[config.mk]
export PLATFORM = sky130hd
export DESIGN_NAME = imem_load_ctrl
export DESIGN_NICKNAME = d
export VERILOG_FILES = /design/src/rtl/imem_load_ctrl.sv
export SDC_FILE = /design/constraint.sdc
export NUM_CORES = 1
export LEC_CHECK = 0
export CAP_MARGIN = 20
export CORE_MARGIN = 2
export CORE_UTILIZATION = 41
export DETAILED_ROUTE_END_ITERATION = 10
export GPL_TIMING_DRIVEN = 1
export PLACE_DENSITY = 0.82
export SETUP_SLACK_MARGIN = 0.5
export SYNTH_ARGS = -nofsm -noshare
export SYNTH_HDL_FRONTEND = slang
export SYNTH_SLANG_ARGS = --single-unit
[constraint.sdc]
create_clock -name clk -period 2.7 [get_ports clk]
set_input_delay 0.405 -clock clk [delete_from_list [all_inputs] [get_ports clk]]
set_output_delay 0.405 -clock clk [all_outputs]
set_load 0.005 [all_outputs]
[src/rtl/imem_load_ctrl.sv]
// imem_load_ctrl: boot loader and fetch arbiter for the instruction RAM.
// Loader bytes pack little-endian into words; the CPU reads only in RUN.
module imem_load_ctrl #(
  parameter int MAX_WORDS = 1024,
  parameter int LEN_W     = 11
) (
  input  logic             clk,
  input  logic             rst_n,
  input  logic             load_start_i,
  input  logic [LEN_W-1:0] load_len_i,
  input  logic             byte_valid_i,
  input  logic [7:0]       byte_data_i,
  output logic             byte_ready_o,
  input  logic [31:0]      fetch_addr_i,
  output logic [31:0]      fetch_instr_o,
  output logic             cpu_run_o,
  output logic             done_o,
  output logic             err_o,
  output logic [31:0]      addr_imem_ram_o,
  output logic [31:0]      wr_instr_imem_ram_o,
  output logic             wr_en_imem_ram_o,
  input  logic [31:0]      read_instr_imem_ram_i
);

  typedef enum logic [1:0] {
    IDLE,
    COLLECT,
    WRITE,
    RUN
  } state_t;

  localparam logic [LEN_W:0]   MAX_L = (LEN_W+1)'(MAX_WORDS);
  localparam logic [LEN_W-1:0] ONE   = LEN_W'(1);

  state_t           state;
  logic [LEN_W-1:0] word_idx;
  logic [LEN_W-1:0] len_q;
  logic [1:0]       byte_cnt;
  logic [31:0]      shift_q;
  logic             len_ok;
  logic             last_word;

  assign len_ok    = (load_len_i != '0) &&
                     ({1'b0, load_len_i} <= MAX_L);
  assign last_word = (word_idx == len_q - ONE);

  // Sequencer: state, counters, word assembly and registered flags.
  always_ff @(posedge clk or negedge rst_n) begin
    if (!rst_n) begin
      state            <= IDLE;
      word_idx         <= '0;
      len_q            <= '0;
      byte_cnt         <= '0;
      shift_q          <= '0;
      done_o           <= 1'b0;
      err_o            <= 1'b0;
      cpu_run_o        <= 1'b0;
      byte_ready_o     <= 1'b0;
      wr_en_imem_ram_o <= 1'b0;
    end else begin
      done_o <= 1'b0;
      err_o  <= 1'b0;
      unique case (state)
        IDLE, RUN: begin
          if (load_start_i) begin
            if (len_ok) begin
              state        <= COLLECT;
              len_q        <= load_len_i;
              word_idx     <= '0;
              byte_cnt     <= '0;
              shift_q      <= '0;
              cpu_run_o    <= 1'b0;
              byte_ready_o <= 1'b1;
            end else begin
              err_o <= 1'b1;
            end
          end
        end
        COLLECT: begin
          if (byte_valid_i && byte_ready_o) begin
            shift_q[{byte_cnt, 3'b000} +: 8] <= byte_data_i;
            byte_cnt <= byte_cnt + 2'd1;
            if (byte_cnt == 2'd3) begin
              state            <= WRITE;
              byte_ready_o     <= 1'b0;
              wr_en_imem_ram_o <= 1'b1;
            end
          end
        end
        WRITE: begin
          wr_en_imem_ram_o <= 1'b0;
          word_idx         <= word_idx + ONE;
          byte_cnt         <= '0;
          if (last_word) begin
            state     <= RUN;
            cpu_run_o <= 1'b1;
            done_o    <= 1'b1;
          end else begin
            state        <= COLLECT;
            byte_ready_o <= 1'b1;
          end
        end
        default: state <= IDLE;
      endcase
    end
  end

  // RAM port mux: CPU owns the address in RUN, loader otherwise.
  always_comb begin
    addr_imem_ram_o     = {{(32-LEN_W){1'b0}}, word_idx};
    wr_instr_imem_ram_o = shift_q;
    fetch_instr_o       = 32'h0000_0000;
    if (cpu_run_o) begin
      addr_imem_ram_o = fetch_addr_i;
      fetch_instr_o   = read_instr_imem_ram_i;
    end
  end

endmodule

Word level (Yosys, flattened, before mapping). Index checks and enable logic that the tools add are counted. Widths: inputs -> output; s select.

Bits in registers: 63. Input port bits: 87.

Multiplexer cells: 38. Shifts and indexed selects: 2. Eq/ne operators: 11. Order comparisons: 1. $add $sub $neg: 4. Reductions and logical operators: 16.

Operators by type and width (count): $mux 32 (5); $pmux 32 s2 (1); $bwmux 32 (1); $shift 8x7->32 const A (1); $shiftx 8x7->32 (1); $mux 11 (2); $pmux 11 s2 (1); $mux 2 (8); $mux 1 (15); $ne 2x2->1 const B (6); $pmux 2 s3 (2); $reduce_and 3->1 (4); $reduce_and 4->1 (3); $add 11x1->11 const B (1); $eq 11x11->1 (1); $le 11x11->1 const B (1); $reduce_bool 11->1 (1); $sub 11x1->11 const B (1); $neg 5->7 (1); $eq 2x2->1 const B (3); $reduce_bool 2->1 (3); $reduce_and 5->1 (1); $pmux 1 s2 (2); $pmux 1 s3 (1); 5 further kinds (6).

Depth between registers and ports, before layout.
Word-level depth: 5. Gate-level depth with buffers: 10. Mapped depth without buffers: 8.

Worst setup path after synthesis. Ideal clock, no wire load.

Path kind: register to register. From: register state[0]. To: register len_q[4]. Path buffers: 2. Required time: 2.575 ns. Setup time: 0.125 ns. Cell stages (with the launch flop): 8. Slack: 0.491 ns. Arrival: 2.085 ns. Path through: dfrtp_1 > inv_1 > ha_1 > clkbuf_1 > nand2_1 > nor3_1 > buf_2 > mux2_2.

Cells in the longest elaborated chain, start to end: 3.

RTL lines: from (decl) (RTL line 35) `state_t state;`; from (signal assigned) (RTL line 50) `state <= IDLE;`; from (signal assigned) (RTL line 67) `state <= COLLECT;`; from (signal assigned) (RTL line 84) `state <= WRITE;`; $eq 2x2->1 or $logic_not 2->1 (tied branches) (RTL line 63) `unique case (state)`; $reduce_or 2->1 (*) (RTL line 63); $reduce_and 3->1 (no line) (*); to (signal assigned) (RTL line 68) `len_q <= load_len_i;`; to (decl) (RTL line 37) `logic [LEN_W-1:0] len_q;`.

Mark *: on every way between the ends. The rest lies on a longest branch, timed or not. A chain may end at the register's enable or synchronous reset.

Worst setup path in the final report.
From: register len_q[0]. To: register byte_ready_o.

Cells in the longest elaborated chain, start to end: 4.

RTL lines: $sub 11x1->11 (RTL line 45) `assign last_word = (word_idx == len_q - ONE);`; $eq 11x11->1 (RTL line 45); $ne 2x2->1 (no line); $reduce_and 5->1 (no line); to (signal assigned) (RTL line 58) `byte_ready_o <= 1'b0;`; to (signal assigned) (RTL line 73) `byte_ready_o <= 1'b1;`; to (signal assigned) (RTL line 85) `byte_ready_o <= 1'b0;`; to (decl) (RTL line 13) `output logic byte_ready_o,`.

No other way between the ends.

==> results.md <==
Global route:
- The first global-routing pass estimated 19,990 um of wire.
- The leftover overflow at the end of global routing is 0.
- The initial antenna violation count is 3.
- The via count of the first global-routing pass was 3,748.
- Global routing used 26.03% of the available tracks.
- Entering global routing, the biggest net connects 34 pins.

Synthesis:
- In this run, synthesis inferred 0 flip-flops with an integrated enable.
- The library cell with the largest summed area after synthesis is dfrtp_1.
- The cell area after synthesis is 3729 um2.
- After synthesis the netlist holds a flip-flop and latch count of 63.
- Of all flip-flops after synthesis, the portion carrying an async set or reset was 100.0%.
- The number of nets produced by synthesis is 490.
- The yosys synthesis warning count is 0.
- The distinct cell type count after synthesis is 54.
- The share of the Yosys chip area taken by registers is 42.28%.
- For this run, the leading register cell type out of synthesis is dfrtp_1.
- Ranked by instance count, the synthesized netlist is headed by nand2_1, dfrtp_1, and2_1.
- The number of instances in the synthesized netlist is 394.
- The top cell type's share of synthesized area is 42.28%.
- The most used standard cell by instance count after synthesis is nand2_1.
- After synthesis, the mean cell area works out to 9.463 um2.
- Yosys attributes the largest share of cell area to dfrtp_1, and2_1, nand2_1, mux2_2, o21ai_0.

Pwr:
- VDD sags by at most 541.2 uV.
- Net switching is 38.13% of the power.
- In this run the power spent charging and discharging nets is 1.582 mW.
- The clock power share is 22.6%.
- The sequential share of power is 32.7%.
- The total power divided by cell area is 665.2 nW/um2.
- Combinational cells account for 44.7% of the total power.
- For this design the static power due to leakage is 2.586 nW.
- The internal power contribution is 2.567 mW.

Clock tree:
- Counting every sink on the clock net gives 63.
- The number of clock buffers added by TritonCTS is 9.
- TritonCTS built the clock tree.
- The largest buffer count on any clock path is 2.
- The clock latency on the worst-skew pair is 0.35 ns.
- After clock tree synthesis, the clock-pin slew on the worst setup and hold paths is 0.08 ns.
- The tree is rooted in a clkbuf_8.
- The H-tree level count is 3.

Die:
- The floorplan has 34 rows.
- The initial core utilization is 42.55%.
- The die covers 9872 um2.
- The number of top-level pins is 188.
- The floorplan die height is 99.36 um.
- The horizontal extent of the die is 99.36 um.
- The placeable core region is 8763 um2.

Timing:
- For the finished layout, the period the worst path requires is 2.220 ns.
- The worst path uses 82.20% of the clock period.
- Setup violations remaining at the end of the flow were counted as 0.
- In this run the tightest slew margin relative to its limit is 43.15%.
- Adding up every negative setup slack in the final design gives 0 ns.
- Static timing analysis puts the maximum clock frequency at 450.5 MHz.
- For the final database, setup skew stands at 0.01182 ns.
- The count of final hold-check violations is 0.
- The transition at the pin with the smallest max-transition slack is 0.8457 ns.
- Final hold analysis gives a worst-case slack of 0.4075 ns.
- Setup repair after global routing could not meet its margin everywhere.
- The max-slew violation total from the final report is 0.

Routing:
- Summed over all layers, the routed wires come to 12,810 um.
- The DRC marker count from the first detailed-route iteration is 244.
- Dividing the detail-routed via count by the number of cells gives 5.303.
- In the routed design, unresolved DRC markers number 0.
- The routed wirelength normalized by instance count is 17.94 um.
- The number of antenna-violating nets in the routed design is 0.
- The first TritonRoute pass finished after 5 iterations.
- The count of vias placed by the detailed router is 3,786.

Critical path:
- The worst setup path is captured at a flop.
- The type of the worst setup path is reg2reg.
- Data arrives at the worst endpoint at 2.44 ns.
- Traced cell by cell, the critical path runs through or4_4, nor4b_4, a211oi_2, a2111oi_4, and2_4, o32ai_2.
- STA classifies the critical path startpoint as a flop.
- The critical path contains buffers and inverters numbering 0 combined.
- The critical-path maximum fanout is 5.
- The required time reported for the critical path endpoint is 2.92 ns.
- The kind of cell adding the most delay to the critical path is simple AND/OR/NAND/NOR gates.
- For this run, the slowest stage of the critical path takes 0.59 ns.
- Among all stages on the critical path, the largest delay is contributed by or4_4.

Layout:
- The sequential standard cell area is 1580 um2.
- Relative to the synthesized area, the layout overhead comes to 67.28%.
- The design area is 6237 um2.
- The final layout net count is 694.
- Summing all multi-input logic gate instances after layout gives 2141 um2.
- The fill cell instance count of the final layout is 638.
- The fraction of layout cells with a size suffix above 1 is 15.09%.

Place:
- The final estimated routing congestion in global placement is 0.8055.
- The cell area after placement is 5774 um2.
- The post-detailed-placement half-perimeter wirelength is 9835 um.
- During placement, the flow inserted port buffers numbering 187.

Outcome:
- The run finished with clean final reports.

Run:
- The number of maximum-capacitance violations is 0.

Hold path:
- The class of the tightest hold or removal check is in2reg.
-- cell families after synthesis --
| kind of cell | share of synthesized area, % |
|---|---|
| fa+ha+maj | 3.020 |
| xor+xnor | 4.698 |
| mux | 6.309 |
| compound gates | 14.50 |
| buf+inv | 3.020 |
| flops | 42.28 |
| simple gates | 26.17 |
-- layer usage --
layer | global-route usage [%] | vias to the layer above | share of wire [%]
li1 | - | 1780 | -
met1 | 30.51 | 1817 | 37
met2 | 47.14 | 164 | 54
met3 | 4.006 | 25 | 5.8
met4 | 11.17 | 0 | 3.2
met5 | 0 | - | 0
-- final cells by class --
type,count,area share [%]
Sequential cell,63,25.34
Multi-Input combinational cell,303,34.32
Inverter,13,0.7823
Clock inverter,7,1.605
Timing Repair Buffer,208,33.68
Antenna cell,3,0.1204
Tap cell,108,2.167
Clock buffer,9,1.986
-- worst paths after layout --
kind | slack [ns] | depth (start not counted) | to | startpoint
min in group asynchronous | 0.50 | 2 | len_q[7] | rst_n
max reg2reg | 0.48 | 6 | byte_ready_o | len_q[0]
min reg2reg | 0.49 | 2 | wr_instr_imem_ram_o[5] | wr_instr_imem_ram_o[5]
min | 0.41 | 3 | len_q[1] | load_len_i[1]
max in group asynchronous | 1.53 | 3 | wr_instr_imem_ram_o[17] | rst_n
max | 0.48 | 6 | byte_ready_o | len_q[0]
-- power by group through the flow --
stage / sequential (mW) / clock, mW / combinational, mW
finish: 1.36 / 0.936 / 1.86
global route: 1.38 / 0.998 / 2.04
CTS: 1.33 / 0.947 / 1.72
detailed placement: 1.35 / 0 / 1.63
global placement: 1.33 / 0 / 1.57
floorplan: 1.28 / 0 / 1.04
-- through the flow --
step / power [mW] / setup WS [ns] / utilization (%) / cells
after floorplan: 2.321 / 0.4988 / - / 394
after global placement: 2.907 / 0.04507 / 65.89 / 686
after detailed placement: 2.981 / 0.002147 / 65.89 / 686
after CTS: 4.003 / 0.4538 / 70.07 / 709
after global routing: 4.423 / 0.4092 / 71.17 / 714
final: 4.149 / 0.4805 / 71.17 / 714
-- repair_timing --
action | CTS | global route
setup endpoints to repair | 51 | 102
gates resized for setup | 13 | 20
endpoints found under the hold margin | 14 | 0
setup buffers | 4 | 2
hold buffers | 1 | 0
cloned | 2 | 0
pin swaps | 5 | 13
-- worst reg2reg max path, cell delays in order (launching register included) --
cell and delay (ns):
dfrtp_1 0.44, or4_4 0.59, nor4b_4 0.25, a211oi_2 0.13, a2111oi_4 0.35, and2_4 0.25
o32ai_2 0.08
-- registers in the layout, summed over array words and instances, names as in the netlist --
register and cells:
wr_instr_imem_ram_o 32, len_q 11, word_idx 11, byte_cnt 2
state 2, byte_ready_o 1, cpu_run_o 1, done_o 1
err_o 1, wr_en_imem_ram_o 1
-- placed cells by master (no fill, tap or decap), types with 5 or more instances in the layout --
cell type	instances
nand3_1	5
nand4_1	5
xnor2_1	9
inv_1	11
a21oi_1	10
dfrtp_1	60
nor2_1	16
clkbuf_8	9
a22o_1	9
xor2_1	10
nand2_1	64
clkdlybuf4s50_1	180
mux2_2	20
o21ai_0	31
and2_1	54
ha_1	8
buf_4	14
Note: power is estimated with default switching activity, not from simulation.
